==> src/rtl/ball_engine_pkg.sv <==
// Shared types and helpers for the pong ball engine (FSM states, trig amplitude, centre/reflection math).
// Latency: n/a (package only).
// Backpressure: n/a.
package pong_pkg;

  typedef enum logic {
    IDLE = 1'b0,
    MOVE = 1'b1
  } state_e;

  // Peak magnitude of the registered sin/cos values (signed 8-bit).
  localparam int TRIG_AMP = 127;
  localparam int TRIG_W   = 8;

  // Midpoint of a coordinate that has `bits` screen bits above `frac` fraction bits.
  function automatic logic [31:0] centre(input int bits, input int frac);
    return 32'(1) << (bits + frac - 1);
  endfunction

  // Bounce off a left/right wall: theta -> HALF - theta. Caller truncates to its theta width.
  function automatic logic [15:0] reflect_x(input logic [15:0] th, input int tw);
    return (16'(1) << (tw - 1)) - th;
  endfunction

  // Bounce off a top/bottom wall: theta -> -theta. Caller truncates to its theta width.
  function automatic logic [15:0] reflect_y(input logic [15:0] th);
    return 16'(0) - th;
  endfunction

endpackage

==> src/rtl/ball_engine_if.sv <==
// Game-side bundle of the ball engine: controller inputs (step/serve/speed/paddles) and display/score outputs.
// Latency: n/a (wires only).
// Backpressure: none; step is a plain enable, the engine drops ticks it cannot use.
interface ball_engine_if #(
  parameter int X_BITS      = 4,
  parameter int Y_BITS      = 4,
  parameter int THETA_WIDTH = 6,
  parameter int SPEED_WIDTH = 5
) ();

  logic                   step;
  logic                   serve;
  logic [THETA_WIDTH-1:0] serve_theta;
  logic [SPEED_WIDTH-1:0] speed;
  logic [Y_BITS-1:0]      paddle_l_y;
  logic [Y_BITS-1:0]      paddle_r_y;
  logic [X_BITS-1:0]      x;
  logic [Y_BITS-1:0]      y;
  logic [THETA_WIDTH-1:0] theta;
  logic                   active;
  logic                   bounce;
  logic                   goal_l;
  logic                   goal_r;

  // Game controller side.
  modport master (
    output step, serve, serve_theta, speed, paddle_l_y, paddle_r_y,
    input  x, y, theta, active, bounce, goal_l, goal_r
  );

  // Ball engine side.
  modport slave (
    input  step, serve, serve_theta, speed, paddle_l_y, paddle_r_y,
    output x, y, theta, active, bounce, goal_l, goal_r
  );

endinterface

==> src/rtl/ball_engine_trig.sv <==
// Quarter-wave sin/cos lookup for the ball direction; theta_i -> signed 8-bit sin_o/cos_o.
// Latency: 1 clk (outputs registered).
// Backpressure: none; recomputed every clk.
// Ports: clk, reset_n (async active-low), theta_i (direction), sin_o/cos_o (registered, +/-TRIG_AMP).
module ball_trig
  import pong_pkg::*;
#(
  parameter int THETA_WIDTH = 6
) (
  input  logic                     clk,
  input  logic                     reset_n,
  input  logic [THETA_WIDTH-1:0]   theta_i,
  output logic signed [TRIG_W-1:0] sin_o,
  output logic signed [TRIG_W-1:0] cos_o
);

  // The ROM is built for 64 steps per turn; other widths are mapped onto that phase.
  logic [5:0] ph;

  if (THETA_WIDTH >= 6) begin : g_trunc
    assign ph = theta_i[THETA_WIDTH-1 -: 6];
  end else begin : g_pad
    assign ph = 6'(theta_i) << (6 - THETA_WIDTH);
  end

  // round(TRIG_AMP * sin(i * 2pi / 64)) for i = 0..16.
  function automatic logic [7:0] quarter(input logic [4:0] i);
    logic [7:0] v;
    case (i)
      5'd0:    v = 8'd0;
      5'd1:    v = 8'd12;
      5'd2:    v = 8'd25;
      5'd3:    v = 8'd37;
      5'd4:    v = 8'd49;
      5'd5:    v = 8'd60;
      5'd6:    v = 8'd71;
      5'd7:    v = 8'd81;
      5'd8:    v = 8'd90;
      5'd9:    v = 8'd98;
      5'd10:   v = 8'd106;
      5'd11:   v = 8'd112;
      5'd12:   v = 8'd117;
      5'd13:   v = 8'd122;
      5'd14:   v = 8'd125;
      5'd15:   v = 8'd126;
      default: v = 8'(TRIG_AMP);
    endcase
    return v;
  endfunction

  // Odd quadrants read the table mirrored, the second half-turn is negated.
  function automatic logic [7:0] sin_of(input logic [5:0] p);
    logic [7:0] mag;
    mag = p[4] ? quarter(5'd16 - {1'b0, p[3:0]}) : quarter({1'b0, p[3:0]});
    return p[5] ? (8'd0 - mag) : mag;
  endfunction

  always_ff @(posedge clk or negedge reset_n) begin
    if (!reset_n) begin
      sin_o <= '0;
      cos_o <= '0;
    end else begin
      sin_o <= $signed(sin_of(ph));
      cos_o <= $signed(sin_of(ph + 6'd16));
    end
  end

endmodule

==> src/rtl/ball_engine.sv <==
// Pong ball motion engine: serve FSM, fixed-point position, wall/paddle reflection, optional curving.
// Latency: outputs registered; an accepted step shows on x/y/theta/pulses 1 clk later.
// Backpressure: none; a step arriving while sin/cos are stale (1 clk after a theta change) is dropped.
// Ports: clk, reset_n (async active-low), bus (ball_engine_if.slave: step/serve/serve_theta/speed/
//        paddle_l_y/paddle_r_y in; x/y/theta/active/bounce/goal_l/goal_r out).
module ball_engine
  import pong_pkg::*;
#(
  parameter int X_BITS       = 4,
  parameter int Y_BITS       = 4,
  parameter int FRAC_BITS    = 17,
  parameter int THETA_WIDTH  = 6,
  parameter int SPEED_WIDTH  = 5,
  parameter int PADDLE_LEN   = 4,
  parameter int CURVE_PERIOD = 500
) (
  input logic          clk,
  input logic          reset_n,
  ball_engine_if.slave bus
);

  localparam int HW = X_BITS + FRAC_BITS;
  localparam int VW = Y_BITS + FRAC_BITS;
  localparam int PW = TRIG_W + SPEED_WIDTH;
  localparam int CW = (CURVE_PERIOD > 1) ? $clog2(CURVE_PERIOD) : 1;

  localparam logic [HW-1:0]          HOR_C  = HW'(centre(X_BITS, FRAC_BITS));
  localparam logic [VW-1:0]          VERT_C = VW'(centre(Y_BITS, FRAC_BITS));
  localparam logic [THETA_WIDTH-1:0] HALF   = THETA_WIDTH'(1) << (THETA_WIDTH - 1);

  state_e                 state_q, state_d;
  logic [HW-1:0]          hor_q, hor_d;
  logic [VW-1:0]          vert_q, vert_d;
  logic [THETA_WIDTH-1:0] theta_q, theta_d;
  logic [CW-1:0]          curve_q, curve_d;
  logic                   trig_valid_q;
  logic                   bounce_q, bounce_d;
  logic                   goal_l_q, goal_l_d;
  logic                   goal_r_q, goal_r_d;

  logic signed [TRIG_W-1:0] sin_s, cos_s;

  ball_trig #(
    .THETA_WIDTH(THETA_WIDTH)
  ) u_trig (
    .clk    (clk),
    .reset_n(reset_n),
    .theta_i(theta_q),
    .sin_o  (sin_s),
    .cos_o  (cos_s)
  );

  // Signed velocity, then sign-extended into one extra MSB above the position.
  logic signed [PW-1:0] spd_e, cos_e, sin_e, dx_p, dy_p;
  logic signed [HW:0]   dx_e, nx;
  logic signed [VW:0]   dy_e, ny;

  assign spd_e = $signed({{TRIG_W{bus.speed[SPEED_WIDTH-1]}}, bus.speed});
  assign cos_e = $signed({{SPEED_WIDTH{cos_s[TRIG_W-1]}}, cos_s});
  assign sin_e = $signed({{SPEED_WIDTH{sin_s[TRIG_W-1]}}, sin_s});
  assign dx_p  = cos_e * spd_e;
  assign dy_p  = sin_e * spd_e;
  assign dx_e  = $signed({{(HW + 1 - PW){dx_p[PW-1]}}, dx_p});
  assign dy_e  = $signed({{(VW + 1 - PW){dy_p[PW-1]}}, dy_p});
  assign nx    = $signed({1'b0, hor_q}) + dx_e;
  assign ny    = $signed({1'b0, vert_q}) + dy_e;

  // A step is far smaller than the field, so both underflow and overflow land in the extra MSB.
  logic x_oor, y_oor;
  assign x_oor = nx[HW];
  assign y_oor = ny[VW];

  // Paddle window on the side the ball is heading to; the +1 bit keeps pad+LEN from wrapping.
  logic [Y_BITS-1:0] y_cur, pad_y;
  logic              hit;
  assign y_cur = vert_q[VW-1 -: Y_BITS];
  assign pad_y = dx_p[PW-1] ? bus.paddle_l_y : bus.paddle_r_y;
  assign hit   = ({1'b0, y_cur} >= {1'b0, pad_y}) &&
                 ({1'b0, y_cur} <  ({1'b0, pad_y} + (Y_BITS + 1)'(PADDLE_LEN)));

  logic accept, curve_wrap;
  assign accept     = (state_q == MOVE) && bus.step && trig_valid_q;
  assign curve_wrap = (CURVE_PERIOD != 0) && (curve_q == CW'(CURVE_PERIOD - 1));

  always_comb begin
    state_d  = state_q;
    hor_d    = hor_q;
    vert_d   = vert_q;
    theta_d  = theta_q;
    curve_d  = curve_q;
    bounce_d = 1'b0;
    goal_l_d = 1'b0;
    goal_r_d = 1'b0;

    case (state_q)
      IDLE: begin
        if (bus.serve) begin
          state_d = MOVE;
          hor_d   = HOR_C;
          vert_d  = VERT_C;
          theta_d = bus.serve_theta;
        end
      end

      MOVE: begin
        if (accept) begin
          if (CURVE_PERIOD != 0) begin
            curve_d = curve_wrap ? '0 : curve_q + CW'(1);
          end

          if (x_oor && !hit) begin
            // Miss beats any simultaneous top/bottom edge: score, no bounce.
            goal_l_d = !dx_p[PW-1];
            goal_r_d = dx_p[PW-1];
            state_d  = IDLE;
            hor_d    = HOR_C;
            vert_d   = VERT_C;
          end else begin
            if (!x_oor) hor_d  = nx[HW-1:0];
            if (!y_oor) vert_d = ny[VW-1:0];

            if (x_oor && y_oor) begin
              theta_d  = theta_q + HALF;
              bounce_d = 1'b1;
            end else if (x_oor) begin
              theta_d  = THETA_WIDTH'(reflect_x(16'(theta_q), THETA_WIDTH));
              bounce_d = 1'b1;
            end else if (y_oor) begin
              theta_d  = THETA_WIDTH'(reflect_y(16'(theta_q)));
              bounce_d = 1'b1;
            end else if (curve_wrap) begin
              theta_d = theta_q + THETA_WIDTH'(1);
            end
          end
        end
      end

      default: state_d = IDLE;
    endcase
  end

  always_ff @(posedge clk or negedge reset_n) begin
    if (!reset_n) begin
      state_q      <= IDLE;
      hor_q        <= HOR_C;
      vert_q       <= VERT_C;
      theta_q      <= '0;
      curve_q      <= '0;
      trig_valid_q <= 1'b0;
      bounce_q     <= 1'b0;
      goal_l_q     <= 1'b0;
      goal_r_q     <= 1'b0;
    end else begin
      state_q      <= state_d;
      hor_q        <= hor_d;
      vert_q       <= vert_d;
      theta_q      <= theta_d;
      curve_q      <= curve_d;
      // sin/cos follow theta one clk late, so they are stale for the clk after any change.
      trig_valid_q <= (theta_d == theta_q);
      bounce_q     <= bounce_d;
      goal_l_q     <= goal_l_d;
      goal_r_q     <= goal_r_d;
    end
  end

  assign bus.x      = hor_q[HW-1 -: X_BITS];
  assign bus.y      = vert_q[VW-1 -: Y_BITS];
  assign bus.theta  = theta_q;
  assign bus.active = (state_q == MOVE);
  assign bus.bounce = bounce_q;
  assign bus.goal_l = goal_l_q;
  assign bus.goal_r = goal_r_q;

endmodule

==> src/flat_wrapper.sv <==
// flat-port wrapper written by rule: the top's interface ports become plain ports
module ball_engine_flat import pong_pkg::*;
#(
  parameter int X_BITS       = 4,
  parameter int Y_BITS       = 4,
  parameter int FRAC_BITS    = 17,
  parameter int THETA_WIDTH  = 6,
  parameter int SPEED_WIDTH  = 5,
  parameter int PADDLE_LEN   = 4,
  parameter int CURVE_PERIOD = 500
)
  (clk, reset_n, bus_step, bus_serve, bus_serve_theta, bus_speed, bus_paddle_l_y, bus_paddle_r_y, bus_x, bus_y, bus_theta, bus_active, bus_bounce, bus_goal_l, bus_goal_r);
  ball_engine_if #(.X_BITS(X_BITS), .Y_BITS(Y_BITS), .THETA_WIDTH(THETA_WIDTH), .SPEED_WIDTH(SPEED_WIDTH)) bus_i ();
  input logic clk;
  input logic reset_n;
  input wire logic [$bits(bus_i.step)-1:0] bus_step;
  input wire logic [$bits(bus_i.serve)-1:0] bus_serve;
  input wire logic [$bits(bus_i.serve_theta)-1:0] bus_serve_theta;
  input wire logic [$bits(bus_i.speed)-1:0] bus_speed;
  input wire logic [$bits(bus_i.paddle_l_y)-1:0] bus_paddle_l_y;
  input wire logic [$bits(bus_i.paddle_r_y)-1:0] bus_paddle_r_y;
  output wire logic [$bits(bus_i.x)-1:0] bus_x;
  output wire logic [$bits(bus_i.y)-1:0] bus_y;
  output wire logic [$bits(bus_i.theta)-1:0] bus_theta;
  output wire logic [$bits(bus_i.active)-1:0] bus_active;
  output wire logic [$bits(bus_i.bounce)-1:0] bus_bounce;
  output wire logic [$bits(bus_i.goal_l)-1:0] bus_goal_l;
  output wire logic [$bits(bus_i.goal_r)-1:0] bus_goal_r;
  assign bus_i.step = bus_step;
  assign bus_i.serve = bus_serve;
  assign bus_i.serve_theta = bus_serve_theta;
  assign bus_i.speed = bus_speed;
  assign bus_i.paddle_l_y = bus_paddle_l_y;
  assign bus_i.paddle_r_y = bus_paddle_r_y;
  assign bus_x = bus_i.x;
  assign bus_y = bus_i.y;
  assign bus_theta = bus_i.theta;
  assign bus_active = bus_i.active;
  assign bus_bounce = bus_i.bounce;
  assign bus_goal_l = bus_i.goal_l;
  assign bus_goal_r = bus_i.goal_r;
  ball_engine #(.X_BITS(X_BITS), .Y_BITS(Y_BITS), .FRAC_BITS(FRAC_BITS), .THETA_WIDTH(THETA_WIDTH), .SPEED_WIDTH(SPEED_WIDTH), .PADDLE_LEN(PADDLE_LEN), .CURVE_PERIOD(CURVE_PERIOD)) u_core (.clk(clk), .reset_n(reset_n), .bus(bus_i));
endmodule
==> config.mk <==
export PLATFORM = sky130hd
export DESIGN_NAME = ball_engine_flat
export DESIGN_NICKNAME = d
export VERILOG_FILES = /design/src/rtl/ball_engine_pkg.sv /design/src/rtl/ball_engine_if.sv /design/src/rtl/ball_engine_trig.sv /design/src/rtl/ball_engine.sv /design/src/flat_wrapper.sv
export SDC_FILE = /design/constraint.sdc
export NUM_CORES = 1
export LEC_CHECK = 0
export CELL_PAD_IN_SITES_DETAIL_PLACEMENT = 0
export CELL_PAD_IN_SITES_GLOBAL_PLACEMENT = 2
export CORE_MARGIN = 4
export CORE_UTILIZATION = 40
export DETAILED_ROUTE_END_ITERATION = 10
export GPL_TIMING_DRIVEN = 0
export PLACE_DENSITY_LB_ADDON = 0.1
export SLEW_MARGIN = 20
export SYNTH_ARGS = -nofsm -noshare
export SYNTH_HDL_FRONTEND = slang
export SYNTH_HIERARCHICAL = 1
export SYNTH_SLANG_ARGS = --single-unit
==> constraint.sdc <==
create_clock -name clk -period 8.3 [get_ports clk]
set_input_delay 1.245 -clock clk [delete_from_list [all_inputs] [get_ports clk]]
set_output_delay 1.245 -clock clk [all_outputs]
set_load 0.005 [all_outputs]
==> results of run 1 <==
## layout by cell type (no fill, tap or decap), drive strengths merged, types with 4 or more instances in the layout
cell | netlist | final
inv | 131 | 133
nand2 | 108 | 108
ha | 107 | 107
fa | 91 | 91
dfrtp | 76 | 76
nor2 | 64 | 64
a21oi | 63 | 63
o21ai | 52 | 52
and2 | 49 | 49
xnor2 | 48 | 48
o31ai | 39 | 39
clkdlybuf4s50 | 0 | 38
buf | 33 | 38
clkbuf | 17 | 28
xor2 | 27 | 27
nor3 | 22 | 22
nand2b | 19 | 19
nor2b | 18 | 18
a21o | 14 | 14
a211oi | 14 | 14
o21a | 13 | 13
nand3 | 12 | 12
mux2i | 11 | 11
a31oi | 10 | 10
o21bai | 9 | 9
o211ai | 8 | 8
o41ai | 7 | 7
nand4 | 6 | 6
nor3b | 6 | 6
nor4 | 6 | 6
or3 | 5 | 5
o311ai | 5 | 5
mux2 | 4 | 4
o221ai | 4 | 4
a211o | 4 | 4
or2 | 4 | 4
and3 | 4 | 4
o2bb2ai | 4 | 4
a2111oi | 4 | 4
## worst max-delay path, stage by stage
cell and delay [ns]:
sky130_fd_sc_hd__clkdlybuf4s50_1 0.64, sky130_fd_sc_hd__clkbuf_2 0.28, sky130_fd_sc_hd__and2_1 0.18, sky130_fd_sc_hd__fa_1 0.45, sky130_fd_sc_hd__fa_1 0.55, sky130_fd_sc_hd__inv_1 0.06, sky130_fd_sc_hd__fa_1 0.54, sky130_fd_sc_hd__inv_1 0.04
sky130_fd_sc_hd__ha_1 0.34, sky130_fd_sc_hd__o21ai_1 0.19, sky130_fd_sc_hd__o21ai_1 0.12, sky130_fd_sc_hd__a41oi_2 0.32, sky130_fd_sc_hd__xnor2_4 0.16, sky130_fd_sc_hd__buf_12 0.19, sky130_fd_sc_hd__ha_1 0.29, sky130_fd_sc_hd__a21oi_1 0.24
sky130_fd_sc_hd__o21ai_0 0.13, sky130_fd_sc_hd__a221oi_1 0.39, sky130_fd_sc_hd__o41ai_2 0.25, sky130_fd_sc_hd__o21a_2 0.34, sky130_fd_sc_hd__nor4_2 0.37, sky130_fd_sc_hd__o21a_2 0.25, sky130_fd_sc_hd__clkbuf_4 0.26, sky130_fd_sc_hd__nor2_1 0.11
sky130_fd_sc_hd__a22o_1 0.21
## what timing repair did
action | in CTS | in global routing
buffers inserted | 0 | 1
setup endpoints to repair | 46 | 45
hold buffers | 0 | 0
gates resized for setup | 6 | 12
cloned | 0 | 0
pin swaps | 0 | 1
## logic make-up after synthesis
family	share of synthesized area [%]
fa+ha+maj	30.3
mux	1.49
simple gates	16.4
compound gates	18.8
xor+xnor	6.37
flops	18.7
buf+inv	7.94
## worst max-delay path by stage
stage | startpoint | to | slack (ns) | cells past startpoint
after floorplan | bus_speed[4] | u_core/bus.theta[4] | 1.26 | 22
after global placement | bus_speed[4] | u_core/hor_q[18] | -1.58 | 22
after detailed placement | bus_speed[4] | u_core/hor_q[11] | -0.82 | 26
after CTS | bus_speed[2] | u_core/hor_q[18] | 0.01 | 25
after global routing | bus_speed[1] | u_core/bus.theta[4] | 0.01 | 25
final | bus_speed[2] | u_core/hor_q[18] | 0.35 | 25
## metal layers
metal	wire length (um)	vias to the layer above	global-route usage, %
met5	0	-	0
met4	159	0	2.84
met3	499	14	2.26
met1	12500	3954	25.9
met2	12300	79	31.0
li1	-	4092	-
## cell usage after synthesis (all sizes together), types with 7 or more instances
master / count / area share [%]
inv: 131 / 4.7
nand2: 108 / 3.9
ha: 107 / 13
fa: 91 / 17
dfrtp: 76 / 18
nor2: 64 / 2.3
a21oi: 63 / 3.1
o21ai: 52 / 2.6
and2: 49 / 3.0
xnor2: 48 / 4.1
o31ai: 39 / 3.0
buf: 33 / 2.2
xor2: 27 / 2.3
nor3: 22 / 1.3
nand2b: 19 / 1.1
nor2b: 18 / 1.2
clkbuf: 17 / 1.0
a211oi: 14 / 1.1
a21o: 14 / 1.0
o21a: 13 / 0.95
nand3: 12 / 0.58
mux2i: 11 / 1.1
a31oi: 10 / 0.66
o21bai: 9 / 0.65
o211ai: 8 / 0.58
o41ai: 7 / 0.66
## sequential cells by signal, indices dropped and copies added, names as in the netlist
name                 cells
u_core/u_trig/cos_o      8
u_core/u_trig/sin_o      8
u_core/bus.theta         6
u_core/bus.goal_r        1
u_core/trig_valid_q      1
u_core/bus.goal_l        1
u_core/curve_q           9
u_core/hor_q            21
u_core/bus.active        1
u_core/vert_q           21
u_core/bus.bounce        1
## metrics by stage
step           area, um^2  util, %  hold WS (ns)
2_1_floorplan       10400        -         0.445
4_1_cts             11700     46.0         0.482
3_5_place_dp        11300     44.6         0.464
5_1_grt             11700     46.2         0.508
3_3_place_gp        11200     44.3         0.464
6_report            11700     46.2         0.478
## final cells by class
| class | count | area (um^2) | share of cell area, % |
|---|---|---|---|
| tap | 330 | 413 | 3.52 |
| timing repair buffer | 45 | 479 | 4.08 |
| clock buffer | 10 | 239 | 2.04 |
| buffer | 50 | 342 | 2.91 |
| inverter | 132 | 500 | 4.27 |
| sequential | 78 | 1950 | 16.7 |
| clock inverter | 6 | 91.3 | 0.779 |
| multi-input combinational | 901 | 7710 | 65.7 |
==> flow_metrics.tcl, run 1 <==
set metrics [dict create \
    critPathCaptureType "flip-flop" \
    numPortBuffers 40 \
    initialDrtViolationCount 437 \
    drive_above_1_share_pct 9.17 \
    skew_ns 0.0171 \
    firstDrtPassIters 5 \
    detail_route.wirelength_um 25500 \
    max_clock_buf_depth 2 \
    warnings_from_yosys 6 \
    finalSetupTns_ns 0 \
    detail_route.wl_per_cell_um 16.4 \
    hold_path_depth 2 \
    hold_path_class "flip-flop to flip-flop" \
    dr_total_vias 8139 \
    ys_types 93 \
    design.final.nets 1438 \
    timing_max_transition_violations_final 0 \
    grt_pass1_vias 8378 \
    mean_number_of_vias_per_cell 5.24 \
    worst_pin_slew_ns 0.952 \
    cts_tree "built" \
    grt_first_pass_wirelength_um 43000 \
    timing.critical_path.fanout_max 17 \
    die-width_um 170 \
    syn_nets 1382 \
    total_congestion_overflow_after_global_routing 0 \
    r2r.worst_path.cells 22 \
    max_freq_ghz 0.126 \
    finalWorstPathRequiredPeriod_ns 7.95 \
    post_route_clock_period_utilization_pct 95.8 \
    critPathRequiredTime_ns 8.54 \
    hold_violations 0 \
    netlist_area_before_placement_mm2 0.0104 \
    tritoncts_num_sinks 78 \
    ios 41 \
    fillers 2552 \
    synthArstFlopShare_pct 100 \
    relSlewSlack_pct 34.9 \
    cts-buffers-inserted 9 \
    pre_cts_ws_ns -0.816 \
    setup_viol_count_final 0 \
    antenna_found_initial 0 \
    cts_root_buffer "sky130_fd_sc_hd__clkbuf_16" \
    drcViolationCount 0 \
    synthesized_area_per_cell_um2 8.99 \
    synth-seq-cells 78 \
    grt.total_usage_pct 18.4 \
    ctsHtreeMaxLevel 3 \
    placedCellCount 1534 \
    status "completed" \
    path_clk_slew_ns 0.08 \
    synth_enable_flop_cells 0 \
    reg2reg_from "u_core/u_trig/cos_o[0]" \
    antennaDiodeCount 0 \
    instances_no_fill 1552 \
    ys.flop_type "sky130_fd_sc_hd__dfrtp_1" \
    rsz0062_at_grt "false" \
    worst_skew_pair.late_latency_ns 0.35 \
    netlist_instances 1161 \
    detailedPlacementHpwl_um 20100 \
    ys_seq_area_share_pct 18.7 \
    arrival_ns 8.19 \
    reg2reg_to "u_core/hor_q[18]" \
    max-cap-violations 0 \
    initial_utilization_pct 41.1 \
    placementRows 58 \
    grt_max_degree 58 \
    setup.worst_path.class "input port to flip-flop" \
    setup.worst_path.start_class "input port" \
    syn2layout_area_growth_pct 12.4 \
    setup_ws_ns 0.351 \
    dieArea_mm2 0.0287 \
    globalplace.congestion 0.810 \
    min_to "u_core/vert_q[0]" \
    core_area_mm2 0.0254 \
    route.antenna.remaining_nets 0 \
    hp-start "u_core/vert_q[0]" \
    ff2ff_setup_slack_ns 1.64 \
    die_height_um 170 \
]
Power of run 1 is left out: the tool's default activity adds up to more than one toggle a clock period on the data nets, which glitch-free logic cannot reach.
==> run 2: changes to the inputs <==
- CORE_ASPECT_RATIO: default -> 0.7
==> run 2 against run 1 <==
  * Global-route usage shrank 0.078 points
  * Sequential share of layout area is essentially flat
  * Core utilization shrank 0.66 points
  * Worst setup slack gained 0.015 ns
  * Clock skew shrank 0.0086 ns
  * Via count is essentially flat
  * Clock-buffer cell count grew 1
==> flow_metrics.tcl, run 2 (synthesis gave the netlist of run 1 again) <==
set metrics [dict create \
    timing_max_transition_violations_final 0 \
    hold_violations 0 \
    numPortBuffers 40 \
    max_clock_buf_depth 2 \
    die-width_um 201 \
    cts-buffers-inserted 9 \
    initial_utilization_pct 40.6 \
    post_route_clock_period_utilization_pct 95.6 \
    tritoncts_num_sinks 78 \
    firstDrtPassIters 5 \
    max-cap-violations 0 \
    ctsHtreeMaxLevel 3 \
    multiInputGateArea_mm2 0.00770 \
    setup_ws_ns 0.365 \
    core_area_mm2 0.0257 \
    instances_no_fill 1553 \
    grt.total_usage_pct 18.3 \
    arrival_ns 8.18 \
    relSlewSlack_pct 28.8 \
    mean_number_of_vias_per_cell 5.24 \
    critPathCaptureType "flip-flop" \
    skew_ns 0.00849 \
    status "completed" \
    cts-hold-fix-buffers 0 \
    finalCoreUtilization_pct 45.5 \
    cts_root_buffer "sky130_fd_sc_hd__clkbuf_16" \
    antenna_found_initial 0 \
    antennaDiodeCount 0 \
    dr_total_vias 8138 \
    setup.worst_path.start_class "input port" \
    placedCellCount 1535 \
    setup.worst_path.class "input port to flip-flop" \
    max_freq_ghz 0.126 \
    route.antenna.remaining_nets 0 \
    worst_pin_slew_ns 1.07 \
    detail_route.wl_per_cell_um 16.5 \
    most-common-layout-cells "sky130_fd_sc_hd__inv_1 (130), sky130_fd_sc_hd__nand2_1 (108), sky130_fd_sc_hd__ha_1 (107)" \
    setup_viol_count_final 0 \
    critPathRequiredTime_ns 8.54 \
    detail_route.wirelength_um 25700 \
    ios 41 \
    cts_tree "built" \
    finalSetupTns_ns 0 \
    fillers 2533 \
    timing.critical_path.fanout_max 13 \
    total_congestion_overflow_after_global_routing 0 \
    placementRows 49 \
    syn2layout_area_growth_pct 12.1 \
    grt_pass1_vias 8137 \
    design.final.nets 1439 \
    layout.area.seq_mm2 0.00195 \
    die_height_um 143 \
    hold_path_class "flip-flop to flip-flop" \
    grt_first_pass_wirelength_um 42600 \
    detailedPlacementHpwl_um 20600 \
    worst_skew_pair.late_latency_ns 0.35 \
    pre_cts_ws_ns -0.774 \
    drive_above_1_share_pct 8.92 \
    grt_max_degree 41 \
    initialDrtViolationCount 392 \
    drcViolationCount 0 \
    largestRegisters "u_core/hor_q: 21 flops, u_core/vert_q: 21 flops, u_core/curve_q: 9 flops" \
    path_clk_slew_ns 0.06 \
    layout.cells.most_common "sky130_fd_sc_hd__inv_1" \
    globalplace.congestion 0.832 \
    finalWorstPathRequiredPeriod_ns 7.93 \
    dieArea_mm2 0.0288 \
]
-- run 2: changes by cell type in the layout (fill, tap and decap cells not counted), sizes merged --
cell | previous run | this run
clkinvlp | 0 | 1
dlygate4sd2 | 0 | 1
clkinv | 3 | 2
inv | 133 | 131
buf | 38 | 40
dlymetal6s2s | 1 | 0
-- run 2: worst paths after layout --
check,start,to,slack [ns],depth (start not counted)
worst max register to register,u_core/u_trig/cos_o[0],u_core/hor_q[18],1.65,22
max in group asynchronous,reset_n,u_core/u_trig/cos_o[5],6.77,2
worst min register to register,u_core/curve_q[7],u_core/curve_q[7],0.48,1
worst max-delay path,bus_speed[2],u_core/hor_q[18],0.37,24
worst min-delay path,u_core/curve_q[7],u_core/curve_q[7],0.48,1
min in group asynchronous,reset_n,u_core/hor_q[18],0.88,1
-- run 2: through the flow --
| stage | cell area [um^2] | hold slack (ns) |
|---|---|---|
| floorplan | 10400 | 0.445 |
| global placement | 11200 | 0.464 |
| detailed placement | 11300 | 0.465 |
| CTS | 11700 | 0.480 |
| global route | 11700 | 0.486 |
| finish | 11700 | 0.478 |
-- run 2: cell type report --
class	instances	area share (%)
well taps	331	3.54
clock inverters	4	0.620
multi-input cells	901	65.8
repair buffers	46	4.12
plain buffers	50	2.94
flip-flops and latches	78	16.7
inverters	132	4.25
clock buffers	11	1.99
-- run 2: critical path, stage by stage --
cell and delay [ns]:
sky130_fd_sc_hd__clkdlybuf4s50_1 0.65, sky130_fd_sc_hd__clkbuf_2 0.29, sky130_fd_sc_hd__nand2_1 0.10, sky130_fd_sc_hd__fa_1 0.48, sky130_fd_sc_hd__fa_1 0.52, sky130_fd_sc_hd__fa_1 0.54
sky130_fd_sc_hd__inv_1 0.06, sky130_fd_sc_hd__ha_1 0.32, sky130_fd_sc_hd__a211oi_2 0.28, sky130_fd_sc_hd__o21ai_1 0.15, sky130_fd_sc_hd__a41oi_2 0.33, sky130_fd_sc_hd__xnor2_4 0.21
sky130_fd_sc_hd__buf_16 0.20, sky130_fd_sc_hd__ha_1 0.30, sky130_fd_sc_hd__a21oi_1 0.21, sky130_fd_sc_hd__o21ai_0 0.11, sky130_fd_sc_hd__a221oi_1 0.36, sky130_fd_sc_hd__o41ai_2 0.26
sky130_fd_sc_hd__o21a_2 0.34, sky130_fd_sc_hd__nor4_2 0.35, sky130_fd_sc_hd__o21a_2 0.25, sky130_fd_sc_hd__clkbuf_4 0.26, sky130_fd_sc_hd__nor2_1 0.11, sky130_fd_sc_hd__a22o_1 0.21
-- run 2: metal layers --
| metal | wire, um | share of wire (%) | GRT usage [%] |
|---|---|---|---|
| met2 | 10500 | 41 | 27.0 |
| met5 | 0 | 0 | 0 |
| met3 | 1050 | 4.1 | 3.16 |
| met4 | 219 | 0.85 | 3.37 |
| met1 | 13900 | 54 | 28.2 |
-- run 2: what timing repair did --
| action | in CTS | in global routing |
|---|---|---|
| pin swaps | 0 | 2 |
| gates resized for setup | 9 | 7 |
| endpoints found under the setup margin | 43 | 35 |
| cloned | 0 | 0 |
| setup buffers | 0 | 3 |
Power of run 2 is left out for the same reason.
